### config.mk
export PLATFORM = sky130hd
export DESIGN_NAME = sdram_host_arbiter_flat
export DESIGN_NICKNAME = d
export VERILOG_FILES = /design/src/rtl/sdram_host_arbiter_if.sv /design/src/rtl/sdram_host_arbiter.sv /design/src/flat_wrapper.sv
export SDC_FILE = /design/constraint.sdc
export NUM_CORES = 1
export LEC_CHECK = 0
export BUFFER_PORTS_ARGS = -buffer_cell sky130_fd_sc_hd__buf_4
export CAP_MARGIN = 20
export CORE_ASPECT_RATIO = 1.2
export CORE_MARGIN = 1
export CORE_UTILIZATION = 40
export CTS_CLUSTER_SIZE = 28
export DETAILED_ROUTE_END_ITERATION = 12
export GPL_TIMING_DRIVEN = 0
export PLACE_DENSITY_LB_ADDON = 0.25
export SKIP_LAST_GASP = 1
export SLEW_MARGIN = 10
export SYNTH_ARGS = -nofsm -noshare
export SYNTH_HDL_FRONTEND = slang
export SYNTH_SLANG_ARGS = --single-unit
### constraint.sdc
create_clock -name clk -period 2.1 [get_ports clk]
set_input_delay 0 -clock clk [delete_from_list [all_inputs] [get_ports clk]]
set_output_delay 0 -clock clk [all_outputs]
set_load 0.005 [all_outputs]
### src/rtl/sdram_host_arbiter_if.sv
// sdram_host_arbiter_if: host port of sdram_controller.
// master drives command/enables, slave returns busy and read data.
interface sdram_host_arbiter_if #(
    parameter int ADDR_W = 24,
    parameter int DATA_W = 16
);
    logic [ADDR_W-1:0] mem_addr;
    logic [DATA_W-1:0] mem_wdata;
    logic              mem_wr_enable;
    logic              mem_rd_enable;
    logic              mem_busy;
    logic              mem_rd_ready;
    logic [DATA_W-1:0] mem_rd_data;

    modport master (
        output mem_addr,
        output mem_wdata,
        output mem_wr_enable,
        output mem_rd_enable,
        input  mem_busy,
        input  mem_rd_ready,
        input  mem_rd_data
    );

    modport slave (
        input  mem_addr,
        input  mem_wdata,
        input  mem_wr_enable,
        input  mem_rd_enable,
        output mem_busy,
        output mem_rd_ready,
        output mem_rd_data
    );
endinterface

### src/rtl/sdram_host_arbiter.sv
// sdram_host_arbiter: two req/ack requesters share one sdram_controller port.
// Fixed priority r0 > r1; define SDRAM_ARB_ROUND_ROBIN_EN for round-robin.
module sdram_host_arbiter #(
    parameter int ADDR_W        = 24,
    parameter int DATA_W        = 16,
    parameter int ISSUE_TIMEOUT = 16
) (
    input  logic              clk,
    input  logic              rst,
    input  logic              r0_req,
    input  logic              r0_we,
    input  logic [ADDR_W-1:0] r0_addr,
    input  logic [DATA_W-1:0] r0_wdata,
    output logic              r0_ack,
    output logic [DATA_W-1:0] r0_rdata,
    input  logic              r1_req,
    input  logic              r1_we,
    input  logic [ADDR_W-1:0] r1_addr,
    input  logic [DATA_W-1:0] r1_wdata,
    output logic              r1_ack,
    output logic [DATA_W-1:0] r1_rdata,
    output logic              timeout,
    sdram_host_arbiter_if.master mem
);

    localparam int CNT_W = (ISSUE_TIMEOUT > 2) ? $clog2(ISSUE_TIMEOUT) : 1;
    localparam logic [CNT_W-1:0] CNT_MAX = CNT_W'(ISSUE_TIMEOUT - 1);

    typedef enum logic [1:0] {
        IDLE,
        ISSUE,
        WAIT_DONE
    } state_t;

    state_t           state;
    logic             owner;
    logic             we;
    logic             rd_seen;
    logic [CNT_W-1:0] cnt;

    logic win;
    logic any_req;
    logic ack_now;
    logic grant;
    logic issue_abort;
    logic wr_done;
    logic rd_cap;
    logic rd_done;
    logic done;

`ifdef SDRAM_ARB_ROUND_ROBIN_EN
    logic rr_ptr;

    // Contended grant follows the pointer; otherwise the lone requester wins.
    assign win = (r0_req && r1_req) ? rr_ptr : !r0_req;
`else
    // r0 always wins a contended grant.
    assign win = !r0_req;
`endif

    assign any_req = r0_req | r1_req;
    assign ack_now = r0_ack | r1_ack;
    assign grant   = (state == IDLE) && any_req && !mem.mem_busy && !ack_now;

    assign issue_abort = (state == ISSUE) && !mem.mem_busy && (cnt == CNT_MAX);
    assign wr_done     = (state == WAIT_DONE) && we && !mem.mem_busy;
    assign rd_cap      = (state == WAIT_DONE) && !we && mem.mem_rd_ready;
    assign rd_done     = (state == WAIT_DONE) && !we && !mem.mem_busy
                         && (rd_seen || mem.mem_rd_ready);
    assign done        = issue_abort | wr_done | rd_done;

    // Transaction FSM with registered enables, acks and read data.
    always_ff @(posedge clk) begin
        if (rst) begin
            state             <= IDLE;
            owner             <= 1'b0;
            we                <= 1'b0;
            rd_seen           <= 1'b0;
            cnt               <= '0;
            r0_ack            <= 1'b0;
            r1_ack            <= 1'b0;
            r0_rdata          <= '0;
            r1_rdata          <= '0;
            timeout           <= 1'b0;
            mem.mem_addr      <= '0;
            mem.mem_wdata     <= '0;
            mem.mem_wr_enable <= 1'b0;
            mem.mem_rd_enable <= 1'b0;
`ifdef SDRAM_ARB_ROUND_ROBIN_EN
            rr_ptr            <= 1'b0;
`endif
        end else begin
            r0_ack  <= 1'b0;
            r1_ack  <= 1'b0;
            timeout <= 1'b0;

            if (rd_cap) begin
                rd_seen <= 1'b1;
                if (owner) r1_rdata <= mem.mem_rd_data;
                else       r0_rdata <= mem.mem_rd_data;
            end

            if (done) begin
                r0_ack  <= !owner;
                r1_ack  <= owner;
                rd_seen <= 1'b0;
                state   <= IDLE;
`ifdef SDRAM_ARB_ROUND_ROBIN_EN
                rr_ptr  <= !owner;
`endif
            end

            unique case (state)
                IDLE: begin
                    if (grant) begin
                        owner             <= win;
                        we                <= win ? r1_we : r0_we;
                        mem.mem_addr      <= win ? r1_addr : r0_addr;
                        mem.mem_wdata     <= win ? r1_wdata : r0_wdata;
                        mem.mem_wr_enable <= win ? r1_we : r0_we;
                        mem.mem_rd_enable <= win ? !r1_we : !r0_we;
                        cnt               <= '0;
                        rd_seen           <= 1'b0;
                        state             <= ISSUE;
                    end
                end
                ISSUE: begin
                    if (mem.mem_busy) begin
                        mem.mem_wr_enable <= 1'b0;
                        mem.mem_rd_enable <= 1'b0;
                        state             <= WAIT_DONE;
                    end else if (issue_abort) begin
                        mem.mem_wr_enable <= 1'b0;
                        mem.mem_rd_enable <= 1'b0;
                        timeout           <= 1'b1;
                    end else begin
                        cnt <= cnt + 1'b1;
                    end
                end
                WAIT_DONE: begin
                end
                default: state <= IDLE;
            endcase
        end
    end

endmodule

### src/flat_wrapper.sv
// flat-port wrapper written by rule: the top's interface ports become plain ports
module sdram_host_arbiter_flat 
#(
    parameter int ADDR_W        = 24,
    parameter int DATA_W        = 16,
    parameter int ISSUE_TIMEOUT = 16
)
  (clk, rst, r0_req, r0_we, r0_addr, r0_wdata, r0_ack, r0_rdata, r1_req, r1_we, r1_addr, r1_wdata, r1_ack, r1_rdata, timeout, mem_mem_addr, mem_mem_wdata, mem_mem_wr_enable, mem_mem_rd_enable, mem_mem_busy, mem_mem_rd_ready, mem_mem_rd_data);
  sdram_host_arbiter_if #(.ADDR_W(ADDR_W), .DATA_W(DATA_W)) mem_i ();
  input  logic clk;
  input  logic rst;
  input  logic r0_req;
  input  logic r0_we;
  input  logic [ADDR_W-1:0] r0_addr;
  input  logic [DATA_W-1:0] r0_wdata;
  output logic r0_ack;
  output logic [DATA_W-1:0] r0_rdata;
  input  logic r1_req;
  input  logic r1_we;
  input  logic [ADDR_W-1:0] r1_addr;
  input  logic [DATA_W-1:0] r1_wdata;
  output logic r1_ack;
  output logic [DATA_W-1:0] r1_rdata;
  output logic timeout;
  output wire logic [$bits(mem_i.mem_addr)-1:0] mem_mem_addr;
  output wire logic [$bits(mem_i.mem_wdata)-1:0] mem_mem_wdata;
  output wire logic [$bits(mem_i.mem_wr_enable)-1:0] mem_mem_wr_enable;
  output wire logic [$bits(mem_i.mem_rd_enable)-1:0] mem_mem_rd_enable;
  input wire logic [$bits(mem_i.mem_busy)-1:0] mem_mem_busy;
  input wire logic [$bits(mem_i.mem_rd_ready)-1:0] mem_mem_rd_ready;
  input wire logic [$bits(mem_i.mem_rd_data)-1:0] mem_mem_rd_data;
  assign mem_mem_addr = mem_i.mem_addr;
  assign mem_mem_wdata = mem_i.mem_wdata;
  assign mem_mem_wr_enable = mem_i.mem_wr_enable;
  assign mem_mem_rd_enable = mem_i.mem_rd_enable;
  assign mem_i.mem_busy = mem_mem_busy;
  assign mem_i.mem_rd_ready = mem_mem_rd_ready;
  assign mem_i.mem_rd_data = mem_mem_rd_data;
  sdram_host_arbiter #(.ADDR_W(ADDR_W), .DATA_W(DATA_W), .ISSUE_TIMEOUT(ISSUE_TIMEOUT)) u_core (.clk(clk), .rst(rst), .r0_req(r0_req), .r0_we(r0_we), .r0_addr(r0_addr), .r0_wdata(r0_wdata), .r0_ack(r0_ack), .r0_rdata(r0_rdata), .r1_req(r1_req), .r1_we(r1_we), .r1_addr(r1_addr), .r1_wdata(r1_wdata), .r1_ack(r1_ack), .r1_rdata(r1_rdata), .timeout(timeout), .mem(mem_i));
endmodule
; Word-level counts from Yosys, hierarchy flattened
; Index checks and enable logic that the tools add are counted.
[word_totals]
register_bits = 86
in_bits = 104
output_inout_bits = 77
wordCells = 80
[op_classes]
n_eq_ne = 7
n_addsub = 1
bitwise = 7
n_mux = 23
n_reduce_logical = 28
[ops]
columns = op, count
row1 = $mux W24, 1
row2 = $mux W16, 1
row3 = $mux W4, 3
row4 = $logic_and A1 B1 Y1, 11
row5 = $mux W1, 11
row6 = $pmux W4 S2, 1
row7 = $logic_not A1 Y1, 7
row8 = $mux W2, 3
row9 = $pmux W2 S3, 1
row10 = $reduce_and A2 Y1, 3
row11 = $add A4 B1 Y4 const B, 1
row12 = $eq A4 B4 Y1 const B, 1
row13 = $ne A2 B2 Y1 const B, 2
row14 = $or A1 B1 Y1, 4
row15 = $pmux W1 S2, 2
row16 = $reduce_and A4 Y1, 1
row17 = $ne A3 B2 Y1 const B, 1
row18 = $not A1 Y1, 3
row19 = $reduce_and A3 Y1, 1
row20 = $reduce_or A3 Y1, 1
row21 = $eq A2 B1 Y1 const B, 1
row22 = $eq A2 B2 Y1 const B, 1
row23 = $logic_not A2 Y1, 1
row24 = $ne A2 B1 Y1 const B, 1
row25 = 3 further kinds, 3

; Depth between registers and ports, before layout
; Gate-level depths: netlist of run 1.
[logic_depth]
depth_word = 8
mapped_depth = 6
mapped_depth_nobuf = 4

; Worst setup path after synthesis of run 1
; OpenSTA, ideal clock, no wires.
[synth_path]
kind = flip-flop to flip-flop
start = register u_core.state[1]
end = register u_core.mem.mem_addr[10]
required_time_ns = 1.966
setup_slack_ns = 0.530
path_buffers = 2
path_stages_with_launch = 6
setup_ns = 0.134
period_less_slack_ns = 1.570
t_arrival_ns = 1.436
path_cell_list = dfxtp_1 > or4_4 > nor2_1 > buf_2 > buf_6 > a211oi_1
[synth_between]
elab_chain_len = 5
[synth_lines]
columns = element, line
row1 = from (decl), sdram_host_arbiter.sv:35  ; state_t state;
row2 = from (signal assigned), sdram_host_arbiter.sv:75  ; state <= IDLE;
row3 = from (signal assigned), sdram_host_arbiter.sv:107  ; state <= IDLE;
row4 = from (signal assigned), sdram_host_arbiter.sv:124  ; state <= ISSUE;
row5 = $logic_not A2 Y1 *, "sdram_host_arbiter.sv:63, sdram_host_arbiter.sv:113"
row6 = $logic_and A1 B1 Y1 (3 in series), sdram_host_arbiter.sv:63  ; assign grant = (state == IDLE) && any_req && !mem.mem_busy && !ack_now;
row7 = $reduce_and A2 Y1 (no line) *, --
row8 = to (signal assigned), sdram_host_arbiter.sv:118  ; mem.mem_addr <= win ? r1_addr : r0_addr;
row9 = to (decl), sdram_host_arbiter_if.sv:16  ; output mem_addr,
; Mark *: on every way between the ends. The rest lies on a longest branch, timed or not.
; A chain may end at the register's enable or synchronous reset.

; Worst setup path after layout of run 1
; Same ends and word-level chain as after synthesis.

==> impl_metrics.toml, run 1 <==
[sta]
post-route-min-period_ps = 1822
fin_ws_ps = 278.1
slew_viol_final = 0
finalCritPeriodShare_pct = 86.76
clock.fmax_mhz = 548.9
hold_viol = 0
finClkSkew_ps = 7.961
relSlewSlack_pct = 53.26
final.setup.tns_ps = 0
rsz0062_at_grt = "no"
setup_viol = 0
worstMarginPinSlew_ps = 701.2

[yosys]
ys_types = 36
synth_common_cells = "dfxtp_1 (86), a21oi_1 (75), a211oi_1 (41), mux2i_1 (41), nand3_1 (38)"
syn-num-nets = 503
yosysTopAreaCell = "dfxtp_1"
dominantRegCellSynth = "dfxtp_1"
synth-async-reset-ratio_pct = 0
synth_edf_count = 0
ys_seq_area_share_pct = 46.90
synth_area_leaders = "dfxtp_1 (47%), mux2i_1 (11%), a21oi_1 (10%), a211oi_1 (8.4%), nand3_1 (5.2%)"
synth.avg_cell_area_um2 = 9.224
yosysTopAreaCellShare_pct = 46.90
synth_seq_cells = 86
synth_area_um2 = 3671
synth_most_common_cell = "dfxtp_1"
synthCells = 398
yosysWarnings = 0

[drt]
first_pass_iters = 5
num_vias = 3964
ant_nets = 0
viasPerCell = 5.321
routed_wl_mm = 11.44
drt_iter0_drc = 141
wl_per_cell_um = 15.35
drc = 0

[layout]
syn_to_final_growth_pct = 56.54
n_fill_cell = 714
regArea_um2 = 1722
drive_above_1_share_pct = 33.28
nets = 728
n_antenna_cell = 0
multi_input_area_um2 = 1758

[min_path]
worstHoldStart = "r0_wdata[0]"
holdPathEnd = "u_core.mem.mem_wdata[0]"
holdPathStages = 3
hold_class = "in2reg"

[critical_path]
r2r_cells = 5
arrival_ps = 2040
crit_path_max_incr_delay_ps = 600
cp_num_buf_inv = 2
slowest_stage = "or4_4"
crit_type = "reg2reg"
critPathLaunchType = "flop"
path_cells = "or4_4 > nor2_1 > buf_2 > buf_6 > a211oi_1"
end_kind = "flop"
timing.rr.end = "u_core.mem.mem_addr[10]"
critPathTopFamily = "simple AND/OR/NAND/NOR gates"
critPathRequiredTime_ps = 2310
r2r-start = "u_core.state[1]"
worstPathMaxFanout = 10
ff2ff_setup_slack_ps = 280

[grt]
grt_max_degree = 15
grtUsageTotal_pct = 24.09
grt_pass1_wl_mm = 17.76
overflow = 0
antenna_found_initial = 0
grt_pass1_vias = 3939

[clock_tree]
clk_latency_ps = 350
cts_inserted_buffers = 9
clock_sinks = 86
clock-root-buffer = "clkbuf_8"
htreeDepth = 3
cts_buffer_depth = 2
path_clk_slew_ps = 90
cts_tree = "done"

[floorplan]
start_util_pct = 41.96
dieArea_um2 = 9566
rows = 37
core_region_area_um2 = 8750
die-height_um = 106.9
io_pins = 181
die_w_um = 89.45

[power_and_ir_drop]
power_density_nw_per_um2 = 671.6
ir_worst_vdd_mv = 0.3642
p_leak_uw = 0.002420

[place]
io_buffer_count = 178
gp_congestion = 0.8299
dp_slack_ps = 166.3
dp_hpwl_mm = 8.339

[flow_run]
cap_violations = 0

[outcome]
status = "finished, final reports clean"
worst max-delay path by stage:
stage	start	end	slack, ps	depth (start not counted)
after floorplan	u_core.state[1]	u_core.mem.mem_addr[10]	530	5
after global placement	u_core.state[1]	u_core.mem.mem_addr[20]	220	4
after detailed placement	u_core.state[1]	u_core.mem.mem_addr[17]	170	4
after CTS	u_core.state[1]	u_core.mem.mem_addr[17]	150	4
after global routing	u_core.state[1]	u_core.r1_rdata[4]	80	5
final	u_core.state[1]	u_core.mem.mem_addr[10]	280	5
routing by layer:
layer	up-vias	wire, um	share of wire (%)	track usage, %
met5	-	0	0	0
met4	0	236	2.1	9.751
met3	19	762	6.7	5.543
met2	176	5818	51	42.64
met1	1824	4621	40	27.33
li1	1945	-	-	-
sequential cells by signal, indices dropped and copies added (netlist names):
register                  cells
u_core.r1_rdata              16
u_core.state                  2
u_core.mem.mem_wr_enable      1
u_core.we                     1
u_core.mem.mem_rd_enable      1
u_core.mem.mem_addr          24
u_core.owner                  1
u_core.timeout                1
u_core.mem.mem_wdata         16
u_core.r0_ack                 1
u_core.r0_rdata              16
u_core.rd_seen                1
u_core.r1_ack                 1
u_core.cnt                    4
logic make-up (layout without fill, tap and decap cells):
logic type | Yosys count | count (layout) | synth area share [%]
muxes | 41 | 41 | 11.18
buffers and inverters | 45 | 275 | 5.453
adders and majority gates | 1 | 1 | 0.3408
and+or+nand+nor | 62 | 62 | 9.850
DFF | 86 | 86 | 46.90
AOI/OAI and AO/OA | 163 | 163 | 26.28
where the power goes:
part           total (uW)  switching, uW  leakage (uW)  internal (uW)
sequential           1780           60.2      0.000702           1720
clock                1290            586      0.000102            703
combinational         786            362       0.00162            424
total                3860           1010       0.00242           2850
worst register-to-register path, cell delays in order (launching register included):
cell and delay, ps:
dfxtp_1 410, or4_4 600, nor2_1 140, buf_2 280, buf_6 190, a211oi_1 80
final cells by class:
class / count / share of cell area, %
buffer: 43 / 3.353
sequential: 86 / 29.96
inverter: 2 / 0.1306
tap: 117 / 2.547
timing repair buffer: 214 / 29.52
multi-input combinational: 267 / 30.59
clock inverter: 5 / 1.437
clock buffer: 11 / 2.460
placed cells by master, fill, tap and decap left out, types with 4 or more instances in the layout:
cell type / instances
buf_4: 178
a211oi_1: 41
a21oi_1: 75
nor3_1: 5
clkbuf_1: 32
dlygate4sd3_1: 36
dfxtp_1: 86
nand2b_1: 4
clkbuf_8: 10
mux2i_1: 41
o21ai_0: 33
buf_2: 7
nand3_1: 38
metrics by stage:
step | cells | hold slack, ps | utilization [%] | area [um2] | total power (uW)
after floorplan | 398 | 147.7 | - | 3671 | 2156
after global routing | 745 | 4.351 | 65.68 | 5747 | 4043
after CTS | 744 | 0.1280 | 65.47 | 5728 | 3872
after detailed placement | 693 | 279.1 | 58.90 | 5154 | 2546
final | 745 | 4.167 | 65.68 | 5747 | 3860
after global placement | 693 | 277.7 | 58.90 | 5154 | 2532
what timing repair did:
| item | in CTS | in global routing |
|---|---|---|
| hold endpoints to repair | 48 | 1 |
| gates resized for setup | 0 | 1 |
| hold buffers | 35 | 1 |
| setup endpoints to repair | 0 | 7 |
| buffers inserted | 0 | 0 |
(Power assumes the default switching activity.)
==> run 2, diff against run 1 <==
--- a/config.mk
+++ b/config.mk
@@ -7,10 +7,10 @@
 export LEC_CHECK = 0
 export BUFFER_PORTS_ARGS = -buffer_cell sky130_fd_sc_hd__buf_4
 export CAP_MARGIN = 20
-export CORE_ASPECT_RATIO = 1.2
+export CORE_ASPECT_RATIO = 0.7
 export CORE_MARGIN = 1
 export CORE_UTILIZATION = 40
-export CTS_CLUSTER_SIZE = 28
+export CTS_CLUSTER_SIZE = 25
 export DETAILED_ROUTE_END_ITERATION = 12
 export GPL_TIMING_DRIVEN = 0
 export PLACE_DENSITY_LB_ADDON = 0.25
==> constraint.sdc (replaced) <==
create_clock -name clk -period 2.1 [get_ports clk]
set_input_delay 0 -clock clk [delete_from_list [all_inputs] [get_ports clk]]
set_output_delay 0 -clock clk [all_outputs]
set_load 0.02 [all_outputs]
==> impl_metrics.toml, run 2 (same netlist as run 1, synthesis figures left out) <==
[outcome]
status = "finished, final reports clean"

[place]
dp_cells = 696
gp_congestion = 0.7990
io_buffer_count = 178
dp_hpwl_mm = 8.571

[clock_tree]
clock-root-buffer = "clkbuf_16"
htreeDepth = 3
cts_tree = "done"
clk_latency_ps = 330
path_clk_slew_ps = 70
post-cts-setup-buffer-count = 0
cts_inserted_buffers = 9
clock_sinks = 86
cts_buffer_depth = 2

[sta]
rsz0062_at_grt = "no"
finalCritPeriodShare_pct = 88.59
relSlewSlack_pct = 50.45
final.setup.tns_ps = 0
hold_viol = 0
slew_viol_final = 0
post-route-min-period_ps = 1860
worstMarginPinSlew_ps = 743.3
finClkSkew_ps = 7.473
setup_viol = 0
clock.fmax_mhz = 537.5

[layout]
syn_to_final_growth_pct = 52.32
largest_register_ffs = 24
largest-register = "u_core.mem.mem_addr"
n_antenna_cell = 0
stdcell_count = 728
layout_common_cells = "buf_4 (178), dfxtp_1 (86), a21oi_1 (75), mux2i_1 (41), a211oi_1 (41)"
n_fill_cell = 760
drive_above_1_share_pct = 34.38
layout_commonest_cell = "buf_4"
nets = 708

[floorplan]
dieArea_um2 = 9570
rows = 28
io_pins = 181
die_w_um = 116.5
die-height_um = 82.15
start_util_pct = 42.25
core_region_area_um2 = 8688

[critical_path]
timing.rr.end = "u_core.mem.mem_addr[20]"
crit_type = "reg2reg"
r2r-start = "u_core.state[1]"
path_cells = "nor4_2 > clkbuf_1 > a21oi_1 > a211oi_1"
ff2ff_setup_slack_ps = 240
r2r_cells = 4
slowest_stage = "nor4_2"
arrival_ps = 2090
end_kind = "flop"
crit_path_max_incr_delay_ps = 590
critPathRequiredTime_ps = 2330
worstPathMaxFanout = 10
critPathLaunchType = "flop"

[drt]
first_pass_iters = 4
num_vias = 3909
routed_wl_mm = 11.39
ant_nets = 0
wl_per_cell_um = 15.65
drc = 0
viasPerCell = 5.370
drt_iter0_drc = 188

[power_and_ir_drop]
power_density_nw_per_um2 = 734.5
ir_worst_vdd_mv = 0.5197
p_leak_uw = 0.002358

[grt]
grt_max_degree = 16
grt_pass1_vias = 3796
antenna_found_initial = 0
grtUsageTotal_pct = 24.38
overflow = 0
grt_pass1_wl_mm = 18.20

[min_path]
worstHoldStart = "r1_addr[21]"
hold_class = "in2reg"
holdPathEnd = "u_core.mem.mem_addr[21]"
holdPathStages = 3

[flow_run]
cap_violations = 0
==> run 2: worst max-delay path by stage <==
stage | endpoint | slack (ps) | cells past startpoint | startpoint
final | u_core.mem.mem_addr[20] | 240 | 4 | u_core.state[1]
after CTS | u_core.mem.mem_addr[10] | 230 | 4 | u_core.state[1]
after global routing | u_core.mem.mem_addr[20] | 80 | 4 | u_core.state[1]
after floorplan | u_core.mem.mem_addr[10] | 530 | 5 | u_core.state[1]
after global placement | u_core.mem.mem_wdata[2] | 300 | 4 | u_core.state[1]
after detailed placement | u_core.mem.mem_addr[14] | 240 | 4 | u_core.state[1]
==> run 2: stage by stage <==
| stage | setup WS, ps | hold WS [ps] | util, % | total power, uW | instance area (um2) |
|---|---|---|---|---|---|
| 4_1_cts | 229.2 | 11.38 | 64.36 | 4126 | 5592 |
| 3_5_place_dp | 243.0 | 279.0 | 59.36 | 2653 | 5157 |
| 6_report | 239.6 | 16.08 | 64.36 | 4107 | 5592 |
| 2_1_floorplan | 529.6 | 147.7 | - | 2255 | 3671 |
| 3_3_place_gp | 302.3 | 275.0 | 59.36 | 2637 | 5157 |
| 5_1_grt | 75.77 | 16.07 | 64.36 | 4284 | 5592 |
==> run 2: routing by layer <==
layer	track usage [%]	part of all wire (%)	vias up
met5	0	0	-
li1	-	-	1914
met3	5.693	5.7	16
met2	40.47	47	130
met1	31.97	46	1849
met4	6.538	1.3	0
==> run 2: critical path, delay by kind of cell, from the launching register on <==
family | cells | cell delay, ps
buffers and inverters | 1 | 410
and+or+nand+nor | 1 | 590
DFF | 1 | 390
AOI/OAI and AO/OA | 2 | 370
==> run 2: cell type report <==
cell class	count	area, um2	share of cell area, %
Buffer	43	192.7	3.446
Clock buffer	10	229.0	4.095
Sequential cell	86	1722	30.79
Inverter	2	7.507	0.1343
Timing Repair Buffer	194	1496	26.76
Multi-Input combinational cell	267	1749	31.28
Tap cell	120	150.1	2.685
Clock inverter	6	45.04	0.8055
==> run 2: power by group <==
group          internal (uW)  switching, uW
clock network            808            654
logic                    402            458
registers               1730           59.1
total                   2940           1170
==> run 2: repair_timing <==
| action | CTS | global route |
|---|---|---|
| hold buffers | 16 | 0 |
| hold endpoints to repair | 32 | 0 |
| resized for setup | 0 | 0 |
==> run 3, diff against run 2 <==
--- a/config.mk
+++ b/config.mk
@@ -5,6 +5,7 @@
 export SDC_FILE = /design/constraint.sdc
 export NUM_CORES = 1
 export LEC_CHECK = 0
+export ABC_AREA = 1
 export BUFFER_PORTS_ARGS = -buffer_cell sky130_fd_sc_hd__buf_4
 export CAP_MARGIN = 20
 export CORE_ASPECT_RATIO = 0.7
==> impl_metrics.toml, run 3 <==
[layout]
stdcell_count = 866
largest_register_ffs = 24
regArea_um2 = 1722
syn_to_final_growth_pct = 55.48
n_antenna_cell = 0
layout_commonest_cell = "buf_4"
drive_above_1_share_pct = 28.55
finish.utilization_pct = 65.44
multi_input_area_um2 = 1699
largest-register = "u_core.mem.mem_addr"
layout_common_cells = "buf_4 (181), nand2_1 (176), nor2_1 (94), dfxtp_1 (86), o21ai_0 (43)"
n_fill_cell = 752
nets = 846

[critical_path]
critPathRequiredTime_ps = 2290
ff2ff_setup_slack_ps = 290
worstPathMaxFanout = 10
arrival_ps = 2000
critPathLaunchType = "flop"
crit_type = "reg2reg"
path_cells = "inv_1 > nand2_1 > nor2_1 > nand2_2 > clkinv_1 > nand3_1 > dlygate4sd3_1 > a21oi_1"
cp_num_buf_inv = 3
end_kind = "flop"
slowest_stage = "dlygate4sd3_1"
critPathTopFamily = "buffers and inverters"
r2r_cells = 8
crit_path_max_incr_delay_ps = 560
r2r-start = "u_core.state[0]"
timing.rr.end = "u_core.mem.mem_rd_enable"
worstSetupStartpoint = "u_core.state[0]"

[sta]
finalCritPeriodShare_pct = 86.15
final.setup.tns_ps = 0
rsz0062_at_grt = "no"
worstMarginPinSlew_ps = 603.1
post-route-min-period_ps = 1809
setup_viol = 0
relSlewSlack_pct = 59.75
finClkSkew_ps = 6.361
slew_viol_final = 0
clock.fmax_mhz = 552.7
hold_viol = 0

[drt]
routed_wl_mm = 11.23
drc = 0
wl_per_cell_um = 12.97
viasPerCell = 4.776
ant_nets = 0
drt_iter0_drc = 225
first_pass_iters = 4
num_vias = 4136

[min_path]
worstHoldStart = "r1_addr[12]"
holdPathStages = 5
hold_class = "in2reg"
holdPathEnd = "u_core.mem.mem_addr[12]"

[power_and_ir_drop]
p_leak_uw = 0.002715
ir_worst_vdd_mv = 0.4267
fin_total_pwr_uw = 4254
power_density_nw_per_um2 = 751.1

[grt]
grt_pass1_vias = 3843
overflow = 0
grt_pass1_wl_mm = 17.38
antenna_found_initial = 0
grt_max_degree = 14
grtUsageTotal_pct = 23.59

[clock_tree]
cts_resized = 0
cts_tree = "done"
path_clk_slew_ps = 60
cts_inserted_buffers = 9
post-cts-setup-buffer-count = 0
clock_sinks = 86
cts_buffer_depth = 2
cts_hold_buffers = 21
clock-root-buffer = "clkbuf_16"
htreeDepth = 3
clk_latency_ps = 330

[floorplan]
die-height_um = 81.84
rows = 28
core_region_area_um2 = 8653
io_pins = 181
die_w_um = 116.1
dieArea_um2 = 9497
start_util_pct = 42.09

[place]
io_buffer_count = 179
dp_cells = 829
gp_congestion = 0.8078
dp_hpwl_mm = 8.446

[yosys]
yosysWarnings = 0
synth_common_cells = "nand2_1 (176), nor2_1 (94), dfxtp_1 (86)"
synth-async-reset-ratio_pct = 0
synth_seq_cells = 86
dominantRegCellSynth = "dfxtp_1"
synth_edf_count = 0
synthCells = 530
synth_most_common_cell = "nand2_1"
yosysTopAreaCell = "dfxtp_1"
ys_types = 20
synth_area_leaders = "dfxtp_1 (47%), nand2_1 (18%), nor2_1 (9.7%), o21ai_0 (5.9%), a21oi_1 (5.5%)"
synth.avg_cell_area_um2 = 6.872
syn-num-nets = 635
synth_area_um2 = 3642
ys_seq_area_share_pct = 47.27
yosysTopAreaCellShare_pct = 47.27

[outcome]
status = "finished, final reports clean"

[flow_run]
cap_violations = 0
-- run 3: cell types whose count changed in the layout (fill, tap and decap cells not counted), sizes merged, moves of 5 or more --
cell | before | now
o21ai | 33 | 43
nor3 | 5 | 0
nor2 | 3 | 95
mux2i | 41 | 0
clkbuf | 41 | 31
a21oi | 75 | 41
dlygate4sd3 | 16 | 21
a211oi | 41 | 0
nand2 | 0 | 179
inv | 4 | 9
-- run 3: layout make-up --
class	instances	area share, %
clock inverters	4	1.237
well taps	120	2.651
multi-input cells	399	30.00
flip-flops and latches	86	30.40
repair buffers	200	27.44
inverters	12	0.7954
plain buffers	33	3.115
clock buffers	12	4.353
-- run 3: report_power, final --
part           total, uW  leakage [uW]  internal (uW)  switching (uW)
clock               1680      0.000157           1070             612
combinational        797       0.00186            364             432
sequential          1770      0.000702           1720            51.0
total               4250       0.00272           3160            1100
-- run 3: how the worst max path moves through the flow --
stage / end / depth (start not counted) / slack, ps
2_1_floorplan: u_core.r1_rdata[14] / 7 / 700
3_3_place_gp: u_core.r1_rdata[14] / 6 / 520
3_5_place_dp: u_core.r1_rdata[2] / 6 / 460
4_1_cts: u_core.mem.mem_rd_enable / 8 / 300
5_1_grt: u_core.mem.mem_rd_enable / 8 / 120
6_report: u_core.mem.mem_rd_enable / 8 / 290
-- run 3: routing by layer --
layer | share of wire (%) | vias to the layer above | GRT usage, %
li1 | - | 2117 | -
met4 | 1.3 | 0 | 7.692
met3 | 6.0 | 13 | 6.199
met2 | 48 | 141 | 41.31
met1 | 45 | 1865 | 28.35
met5 | 0 | - | 0
-- run 3: metrics by stage --
stage	hold slack, ps	cell area [um2]	setup WS [ps]
floorplan	164.4	3642	702.0
global route	26.31	5663	119.2
CTS	2.982	5663	296.5
global placement	293.6	5136	521.1
finish	10.14	5663	290.8
detailed placement	295.1	5136	462.1
-- run 3: cells by family (layout without fill, tap and decap cells) --
kind of cell	after synthesis	after routing	share of synthesized area [%]
fa+ha+maj	1	1	0.3435
compound gates	84	84	11.65
flops	86	86	47.27
buf+inv	45	261	6.080
simple gates	314	314	34.66
-- run 3: worst reg2reg max path, cell delays in order, from the launching register on --
cell and delay (ps):
dfxtp_1 390, inv_1 50, nand2_1 60, nor2_1 50, nand2_2 170, clkinv_1 220
nand3_1 110, dlygate4sd3_1 560, a21oi_1 60
